`config.mk`:
```
export PLATFORM = sky130hd
export DESIGN_NAME = mips_div_unit
export DESIGN_NICKNAME = d
export VERILOG_FILES = /design/src/rtl/mips_div_pkg.sv /design/src/rtl/mips_div_unit_msb.sv /design/src/rtl/mips_div_unit.sv
export SDC_FILE = /design/constraint.sdc
export NUM_CORES = 1
export LEC_CHECK = 0
export ABC_AREA = 0
export CELL_PAD_IN_SITES_DETAIL_PLACEMENT = 0
export CELL_PAD_IN_SITES_GLOBAL_PLACEMENT = 2
export CORE_ASPECT_RATIO = 1.75
export CORE_MARGIN = 5
export CORE_UTILIZATION = 33
export CTS_BUF_LIST = sky130_fd_sc_hd__clkbuf_8
export DETAILED_ROUTE_END_ITERATION = 8
export GPL_ROUTABILITY_DRIVEN = 0
export HOLD_SLACK_MARGIN = 0.02
export PLACE_DENSITY_LB_ADDON = 0.1
export RECOVER_POWER = 100
export SETUP_SLACK_MARGIN = 0.3
export SLEW_MARGIN = 20
export SYNTH_ARGS = -nofsm -noshare
export SYNTH_HDL_FRONTEND = slang
export SYNTH_SLANG_ARGS = --single-unit
```
`constraint.sdc`:
```
create_clock -name clk -period 2.79 [get_ports clk]
set_input_delay 0.558 -clock clk [delete_from_list [all_inputs] [get_ports clk]]
set_output_delay 0.558 -clock clk [all_outputs]
set_load 0.01 [all_outputs]
```
`src/rtl/mips_div_pkg.sv`:
```
// Shared types and widths for the DIV/DIVU execution unit.
package mips_div_pkg;

    localparam int unsigned DIV_W = 32;
    localparam int unsigned CNT_W = 6;
    localparam int unsigned MSB_W = 5;

    typedef enum logic [2:0] {
        IDLE,
        ALIGN,
        ITERATE,
        FIXUP,
        DONE
    } div_state_t;

endpackage

```
`src/rtl/mips_div_unit_msb.sv`:
```
// Leading-one encoder: bit index of the highest set bit (0 when the input is zero).
module mips_div_unit_msb
    import mips_div_pkg::*;
(
    input  logic [DIV_W-1:0] value_i,
    output logic [MSB_W-1:0] msb_o
);

    always_comb begin
        msb_o = '0;
        for (int unsigned i = 0; i < DIV_W; i++) begin
            if (value_i[i]) begin
                msb_o = MSB_W'(i);
            end
        end
    end

endmodule

```
`src/rtl/mips_div_unit.sv`:
```
// Multi-cycle restoring divider for DIV/DIVU: quotient to LO, remainder to HI.
// Leading zeros of the dividend magnitude are skipped when EARLY_TERM is set.
module mips_div_unit
    import mips_div_pkg::*;
#(
    parameter bit EARLY_TERM = 1'b1
) (
    input  logic             clk,
    input  logic             reset,
    input  logic             start,
    input  logic             is_signed,
    input  logic [DIV_W-1:0] dividend,
    input  logic [DIV_W-1:0] divisor,
    output logic             busy,
    output logic             done,
    output logic [DIV_W-1:0] quotient,
    output logic [DIV_W-1:0] remainder,
    output logic             div_by_zero
);

    div_state_t       state_q, state_d;
    logic [DIV_W-1:0] dvd_abs_q, dvd_abs_d;
    logic [DIV_W-1:0] dvs_abs_q, dvs_abs_d;
    logic [DIV_W-1:0] dvd_raw_q, dvd_raw_d;
    logic             neg_quo_q, neg_quo_d;
    logic             neg_rem_q, neg_rem_d;
    logic [DIV_W-1:0] q_q, q_d;
    logic [DIV_W-1:0] r_q, r_d;
    logic [CNT_W-1:0] cnt_q, cnt_d;
    logic             busy_q, busy_d;
    logic             done_q, done_d;
    logic [DIV_W-1:0] quo_q, quo_d;
    logic [DIV_W-1:0] rem_q, rem_d;
    logic             dbz_q, dbz_d;

    logic [MSB_W-1:0] msb;
    logic [MSB_W-1:0] msb_sel;
    logic [DIV_W:0]   r_shift;
    logic [DIV_W-1:0] q_shift;
    logic             fits;

    mips_div_unit_msb u_msb (
        .value_i (dvd_abs_q),
        .msb_o   (msb)
    );

    // One restoring step: shift {R,Q} left and trial-subtract the divisor.
    always_comb begin
        msb_sel = EARLY_TERM ? msb : MSB_W'(DIV_W - 1);
        r_shift = {r_q, q_q[DIV_W-1]};
        q_shift = {q_q[DIV_W-2:0], 1'b0};
        fits    = (r_shift >= {1'b0, dvs_abs_q});
    end

    always_comb begin
        state_d   = state_q;
        dvd_abs_d = dvd_abs_q;
        dvs_abs_d = dvs_abs_q;
        dvd_raw_d = dvd_raw_q;
        neg_quo_d = neg_quo_q;
        neg_rem_d = neg_rem_q;
        q_d       = q_q;
        r_d       = r_q;
        cnt_d     = cnt_q;
        quo_d     = quo_q;
        rem_d     = rem_q;
        dbz_d     = dbz_q;

        case (state_q)
            IDLE: begin
                if (start) begin
                    dvd_abs_d = (is_signed && dividend[DIV_W-1]) ? -dividend : dividend;
                    dvs_abs_d = (is_signed && divisor[DIV_W-1])  ? -divisor  : divisor;
                    dvd_raw_d = dividend;
                    neg_quo_d = is_signed && (dividend[DIV_W-1] ^ divisor[DIV_W-1]);
                    neg_rem_d = is_signed && dividend[DIV_W-1];
                    state_d   = ALIGN;
                end
            end
            ALIGN: begin
                if (dvs_abs_q == '0) begin
                    quo_d   = '1;
                    rem_d   = dvd_raw_q;
                    dbz_d   = 1'b1;
                    state_d = DONE;
                end else if (dvd_abs_q == '0) begin
                    q_d     = '0;
                    r_d     = '0;
                    state_d = FIXUP;
                end else begin
                    q_d     = dvd_abs_q << (MSB_W'(DIV_W - 1) - msb_sel);
                    r_d     = '0;
                    cnt_d   = CNT_W'(msb_sel) + CNT_W'(1);
                    state_d = ITERATE;
                end
            end
            ITERATE: begin
                q_d   = {q_shift[DIV_W-1:1], fits};
                r_d   = fits ? DIV_W'(r_shift - {1'b0, dvs_abs_q}) : r_shift[DIV_W-1:0];
                cnt_d = cnt_q - CNT_W'(1);
                if (cnt_q == CNT_W'(1)) begin
                    state_d = FIXUP;
                end
            end
            FIXUP: begin
                quo_d   = neg_quo_q ? -q_q : q_q;
                rem_d   = neg_rem_q ? -r_q : r_q;
                dbz_d   = 1'b0;
                state_d = DONE;
            end
            DONE: begin
                state_d = IDLE;
            end
            default: begin
                state_d = IDLE;
            end
        endcase

        busy_d = (state_d != IDLE);
        done_d = (state_d == DONE);
    end

    always_ff @(posedge clk) begin
        if (reset) begin
            state_q   <= IDLE;
            dvd_abs_q <= '0;
            dvs_abs_q <= '0;
            dvd_raw_q <= '0;
            neg_quo_q <= 1'b0;
            neg_rem_q <= 1'b0;
            q_q       <= '0;
            r_q       <= '0;
            cnt_q     <= '0;
            busy_q    <= 1'b0;
            done_q    <= 1'b0;
            quo_q     <= '0;
            rem_q     <= '0;
            dbz_q     <= 1'b0;
        end else begin
            state_q   <= state_d;
            dvd_abs_q <= dvd_abs_d;
            dvs_abs_q <= dvs_abs_d;
            dvd_raw_q <= dvd_raw_d;
            neg_quo_q <= neg_quo_d;
            neg_rem_q <= neg_rem_d;
            q_q       <= q_d;
            r_q       <= r_d;
            cnt_q     <= cnt_d;
            busy_q    <= busy_d;
            done_q    <= done_d;
            quo_q     <= quo_d;
            rem_q     <= rem_d;
            dbz_q     <= dbz_d;
        end
    end

    assign busy        = busy_q;
    assign done        = done_q;
    assign quotient    = quo_q;
    assign remainder   = rem_q;
    assign div_by_zero = dbz_q;

endmodule

```
==> impl_metrics.py <==
metrics = {
    "setup_path": {
        "slowest_delay_ps": 570,
        "worst_ep_arrival_time_ps": 3370,
        "path_common_cell": "sky130_fd_sc_hd__mux2i_2",
        "worst_setup_path_start_kind": "flop",
        "slowest_stage": "sky130_fd_sc_hd__or4_4",
        "ff2ff_setup_slack_ps": -110,
        "class_of_the_most_critical_setup_path": "reg -> reg",
        "required_ps": 3250,
        "critPathTopFamily": "compound AO/OA/AOI/OAI gates",
        "worst_r2r_path_depth": 10,
        "worst_setup_path_end_kind": "flop",
        "critical_path_source": "dvd_abs_q[4]",
        "crit-reg2reg-launch": "dvd_abs_q[4]",
        "worstPathMaxFanout": 20,
        "cp-endpoint": "q_q[30]",
        "critPathBufInv": 2,
        "cell_depth_of_the_worst_setup_path": 10,
        "crit_path_cell_trace": "or4_4 > a311oi_4 > o21ai_4 > buf_12 > buf_6 > mux2i_2 > mux2i_2 > mux2_4 > a2111oi_4 > a211oi_1",
        "reg_to_reg_endpoint": "q_q[30]",
    },
    "place": {
        "dpl.hpwl_um": 54300,
        "numPortBuffers": 134,
        "placement.setup.worst_slack_ps": -363,
        "placed_cells_incl_taps": 2961,
    },
    "synthesis": {
        "postSynthCellCount": 2000,
        "synth.avg_cell_area_um2": 7.86,
        "synth_edf_count": 0,
        "synth-seq-area-share_pct": 30.2,
        "mappedNetlistNets": 2108,
        "cell_taking_the_most_area_after_synthesis": "sky130_fd_sc_hd__dfxtp_1",
        "synthDistinctLibCells": 88,
        "synth_largest_type_area_fraction_pct": 30.2,
        "yosysWarnings": 0,
        "synth_top_cells_by_area": "sky130_fd_sc_hd__dfxtp_1 30%, sky130_fd_sc_hd__mux2i_1 6.2%, sky130_fd_sc_hd__a211oi_1 5.3%, sky130_fd_sc_hd__nand2_1 4.7%, sky130_fd_sc_hd__nor2_1 4.7%",
        "synthFlopType": "sky130_fd_sc_hd__dfxtp_1",
        "ys_ff_latch": 237,
        "fraction_of_registers_with_async_set_or_reset_after_synthesis_pct": 0,
        "synth_area_um2": 15700,
    },
    "worst_hold_path": {
        "hold-path-cell-count": 2,
        "type_of_the_tightest_min_delay_check": "in -> reg",
    },
    "timing": {
        "setup_total_negative_slack_ps": -992,
        "finalSetupViolations": 33,
        "finalWorstPathRequiredPeriod_ps": 2900,
        "timing.final.max_slew_violations": 86,
        "max_freq_mhz": 344,
        "finClkSkew_ps": 23.9,
        "hold_violations": 0,
        "fin_crit_sh_pct": 104,
        "slew_headroom_pct": -0.765,
        "timing_worst_slew_pin_value_ps": 1510,
        "finalWorstSetupSlack_ps": -115,
        "grt_setup_unrepaired": "yes",
    },
    "global_routing": {
        "antenna_found_initial": 2,
        "grtUsageTotal_pct": 25.6,
        "grt.busiest_layer": "met2",
        "global_route_wire_length_before_repair_um": 104000,
        "grt_util_met3_pct": 2.76,
        "number_of_global_route_vias_before_repair": 17659,
        "grt_util_met1_pct": 23.8,
        "groute.layer.met2.usage_pct": 53.0,
        "globalRouteOverflowTotal": 0,
        "pin_count_of_the_biggest_net_entering_global_routing": 124,
    },
    "cts": {
        "clk_pin_slew_worst_paths_ps": 60,
        "clock-root-buffer": "sky130_fd_sc_hd__clkbuf_8",
        "holdBufCountCts": 0,
        "cts_num_sinks": 237,
        "cts.path.max_buffers": 3,
        "later_pin_clock_latency_in_the_skew_report_ps": 590,
        "cts-buffers-inserted": 42,
        "tritoncts": "done",
        "cts.htree.levels": 2,
    },
    "route": {
        "total_routed_length_um": 70200,
        "route.detailed.wl_per_inst_um": 22.5,
        "drtIter0Drc": 925,
        "detailedRoute.firstPassIterationCount": 5,
        "postRouteAntennaNets": 0,
        "drc_violations_left": 0,
        "routed-via-count": 17303,
        "detail_route.vias_per_cell": 5.55,
    },
    "die": {
        "core_um2": 47500,
        "effective_utilization_at_floorplan_pct": 33.1,
        "floorplan.die_area_um2": 52300,
        "boundaryPins": 135,
        "die_x_um": 175,
        "placement_rows": 106,
        "die_y_extent_um": 299,
    },
    "run_status": {
        "run_status": "finished, violations left",
        "failed_checks": "max-slew violations, negative setup slack",
    },
    "layout": {
        "post_layout_nonfiller_instances": 3115,
        "fillerInstances": 4712,
        "final_util_pct": 50.1,
        "layout_overhead_on_the_synthesized_area_pct": 51.1,
        "finish.net_count": 2594,
        "drive_above_1_share_pct": 32.3,
    },
    "power": {
        "leakagePower_uw": 0.00980,
        "vdd_drop_max_v": 0.000311,
        "power_per_cell_area_nw_per_um2": 566,
    },
    "run": {
        "max_cap_violations": 0,
    },
}
[power by group]
part | switching [uW] | internal, uW | total [uW]
registers | 266 | 3620 | 3880
logic | 3170 | 2880 | 6050
clock network | 1600 | 1910 | 3510
total | 5040 | 8400 | 13400
[cells in the mapped netlist (27+ instances only)]
master,number
sky130_fd_sc_hd__nor3_1,60
sky130_fd_sc_hd__a211oi_1,112
sky130_fd_sc_hd__mux2i_1,97
sky130_fd_sc_hd__a21oi_1,124
sky130_fd_sc_hd__nand3_1,37
sky130_fd_sc_hd__nor2_1,197
sky130_fd_sc_hd__xor2_1,77
sky130_fd_sc_hd__xnor2_1,62
sky130_fd_sc_hd__clkbuf_1,111
sky130_fd_sc_hd__inv_1,61
sky130_fd_sc_hd__dfxtp_1,237
sky130_fd_sc_hd__nor4_1,27
sky130_fd_sc_hd__o31ai_1,38
sky130_fd_sc_hd__nand2_1,198
sky130_fd_sc_hd__o21ai_0,114
sky130_fd_sc_hd__ha_1,39
[cells in the final DEF (no fill, tap or decap), types with 13 or more instances in the layout]
cell                              count
sky130_fd_sc_hd__clkdlybuf4s50_1     50
sky130_fd_sc_hd__xor2_1              76
sky130_fd_sc_hd__xnor2_1             59
sky130_fd_sc_hd__or3_1               17
sky130_fd_sc_hd__dfxtp_1            205
sky130_fd_sc_hd__ha_1                21
sky130_fd_sc_hd__nor2b_1             17
sky130_fd_sc_hd__mux2i_2             14
sky130_fd_sc_hd__clkbuf_8            53
sky130_fd_sc_hd__o21ai_1             33
sky130_fd_sc_hd__inv_1               65
sky130_fd_sc_hd__or4_4               13
sky130_fd_sc_hd__o21ai_2             17
sky130_fd_sc_hd__and3_1              15
sky130_fd_sc_hd__o211ai_1            20
sky130_fd_sc_hd__a21oi_1            117
sky130_fd_sc_hd__dlymetal6s2s_1      13
sky130_fd_sc_hd__mux2i_4             15
sky130_fd_sc_hd__a21o_1              17
sky130_fd_sc_hd__o21ai_0             62
sky130_fd_sc_hd__buf_6               48
sky130_fd_sc_hd__dlygate4sd3_1       68
sky130_fd_sc_hd__ha_4                16
sky130_fd_sc_hd__buf_12              24
sky130_fd_sc_hd__nor2_1             185
sky130_fd_sc_hd__mux2i_1             68
sky130_fd_sc_hd__a31oi_1             25
sky130_fd_sc_hd__a211oi_1           103
sky130_fd_sc_hd__o31ai_1             23
sky130_fd_sc_hd__buf_4              358
sky130_fd_sc_hd__nand2_1            190
sky130_fd_sc_hd__nor4_1              15
sky130_fd_sc_hd__dfxtp_2             28
sky130_fd_sc_hd__nor3_1              51
sky130_fd_sc_hd__nand3_1             29
[final cells by class]
class                           instances  area (um^2)  area share [%]
Clock buffer                           53          729            3.07
Tap cell                              594          743            3.13
Sequential cell                       237         4790            20.2
Multi-Input combinational cell       1554        11800            49.6
Inverter                               63          260            1.10
Timing Repair Buffer                  587         5270            22.2
Timing Repair inverter                  1         8.76          0.0369
Antenna cell                            2         5.00          0.0211
Clock inverter                         24          169           0.711
[per-layer routing]
metal / wire (um) / vias up / part of all wire (%)
li1: - / 8345 / -
met5: 0 / - / 0
met1: 23400 / 8335 / 33
met2: 40100 / 442 / 57
met4: 4410 / 0 / 6.3
met3: 2250 / 181 / 3.2
[kinds of logic after synthesis]
kind of cell	share of synthesized area, %
and+or+nand+nor	20.3
adders and majority gates	3.23
DFF	30.2
muxes	7.41
AOI/OAI and AO/OA	25.4
xor gates and xnor gates	7.74
buffers and inverters	5.71
[sequential cells by signal (all words and copies together), names as in the netlist, 6 cells and up]
register   flops
dvd_abs_q     32
dvs_abs_q     32
q_q           32
quotient      32
r_q           32
remainder     32
dvd_raw_q     31
cnt_q          6
[how the worst min path moves through the flow]
stage                             start       endpoint  slack [ps]
after CTS                         reset         q_q[4]         330
after floorplan           dvd_raw_q[10]  dvd_raw_q[10]         440
after global routing              reset         q_q[4]         360
final                             reset        q_q[29]         380
after detailed placement   dvd_raw_q[8]   dvd_raw_q[8]         450
after global placement     dvd_raw_q[6]   dvd_raw_q[6]         440
[what timing repair did]
| item | 4_1_cts | 5_1_grt |
|---|---|---|
| setup endpoints to repair | 137 | 133 |
| buffers inserted | 45 | 26 |
| gates cloned | 1 | 3 |
| pin swaps | 71 | 93 |
| resized for setup | 178 | 228 |
[metrics by stage]
| stage | hold WS (ps) | power (uW) | cell area [um^2] |
|---|---|---|---|
| 5_1_grt | 361 | 14100 | 23800 |
| 3_5_place_dp | 452 | 8750 | 20600 |
| 2_1_floorplan | 436 | 6490 | 16100 |
| 3_3_place_gp | 442 | 8720 | 20600 |
| 6_report | 384 | 13400 | 23800 |
| 4_1_cts | 326 | 12900 | 22700 |
[worst register-to-register path, cell delays in order, from the launching register on]
cell                        delay [ps]
sky130_fd_sc_hd__dfxtp_2           320
sky130_fd_sc_hd__or4_4             570
sky130_fd_sc_hd__a311oi_4          340
sky130_fd_sc_hd__o21ai_4            90
sky130_fd_sc_hd__buf_12            190
sky130_fd_sc_hd__buf_6             160
sky130_fd_sc_hd__mux2i_2           190
sky130_fd_sc_hd__mux2i_2           120
sky130_fd_sc_hd__mux2_4            310
sky130_fd_sc_hd__a2111oi_4         400
sky130_fd_sc_hd__a211oi_1           90
Power figures use the tool's default switching activity.
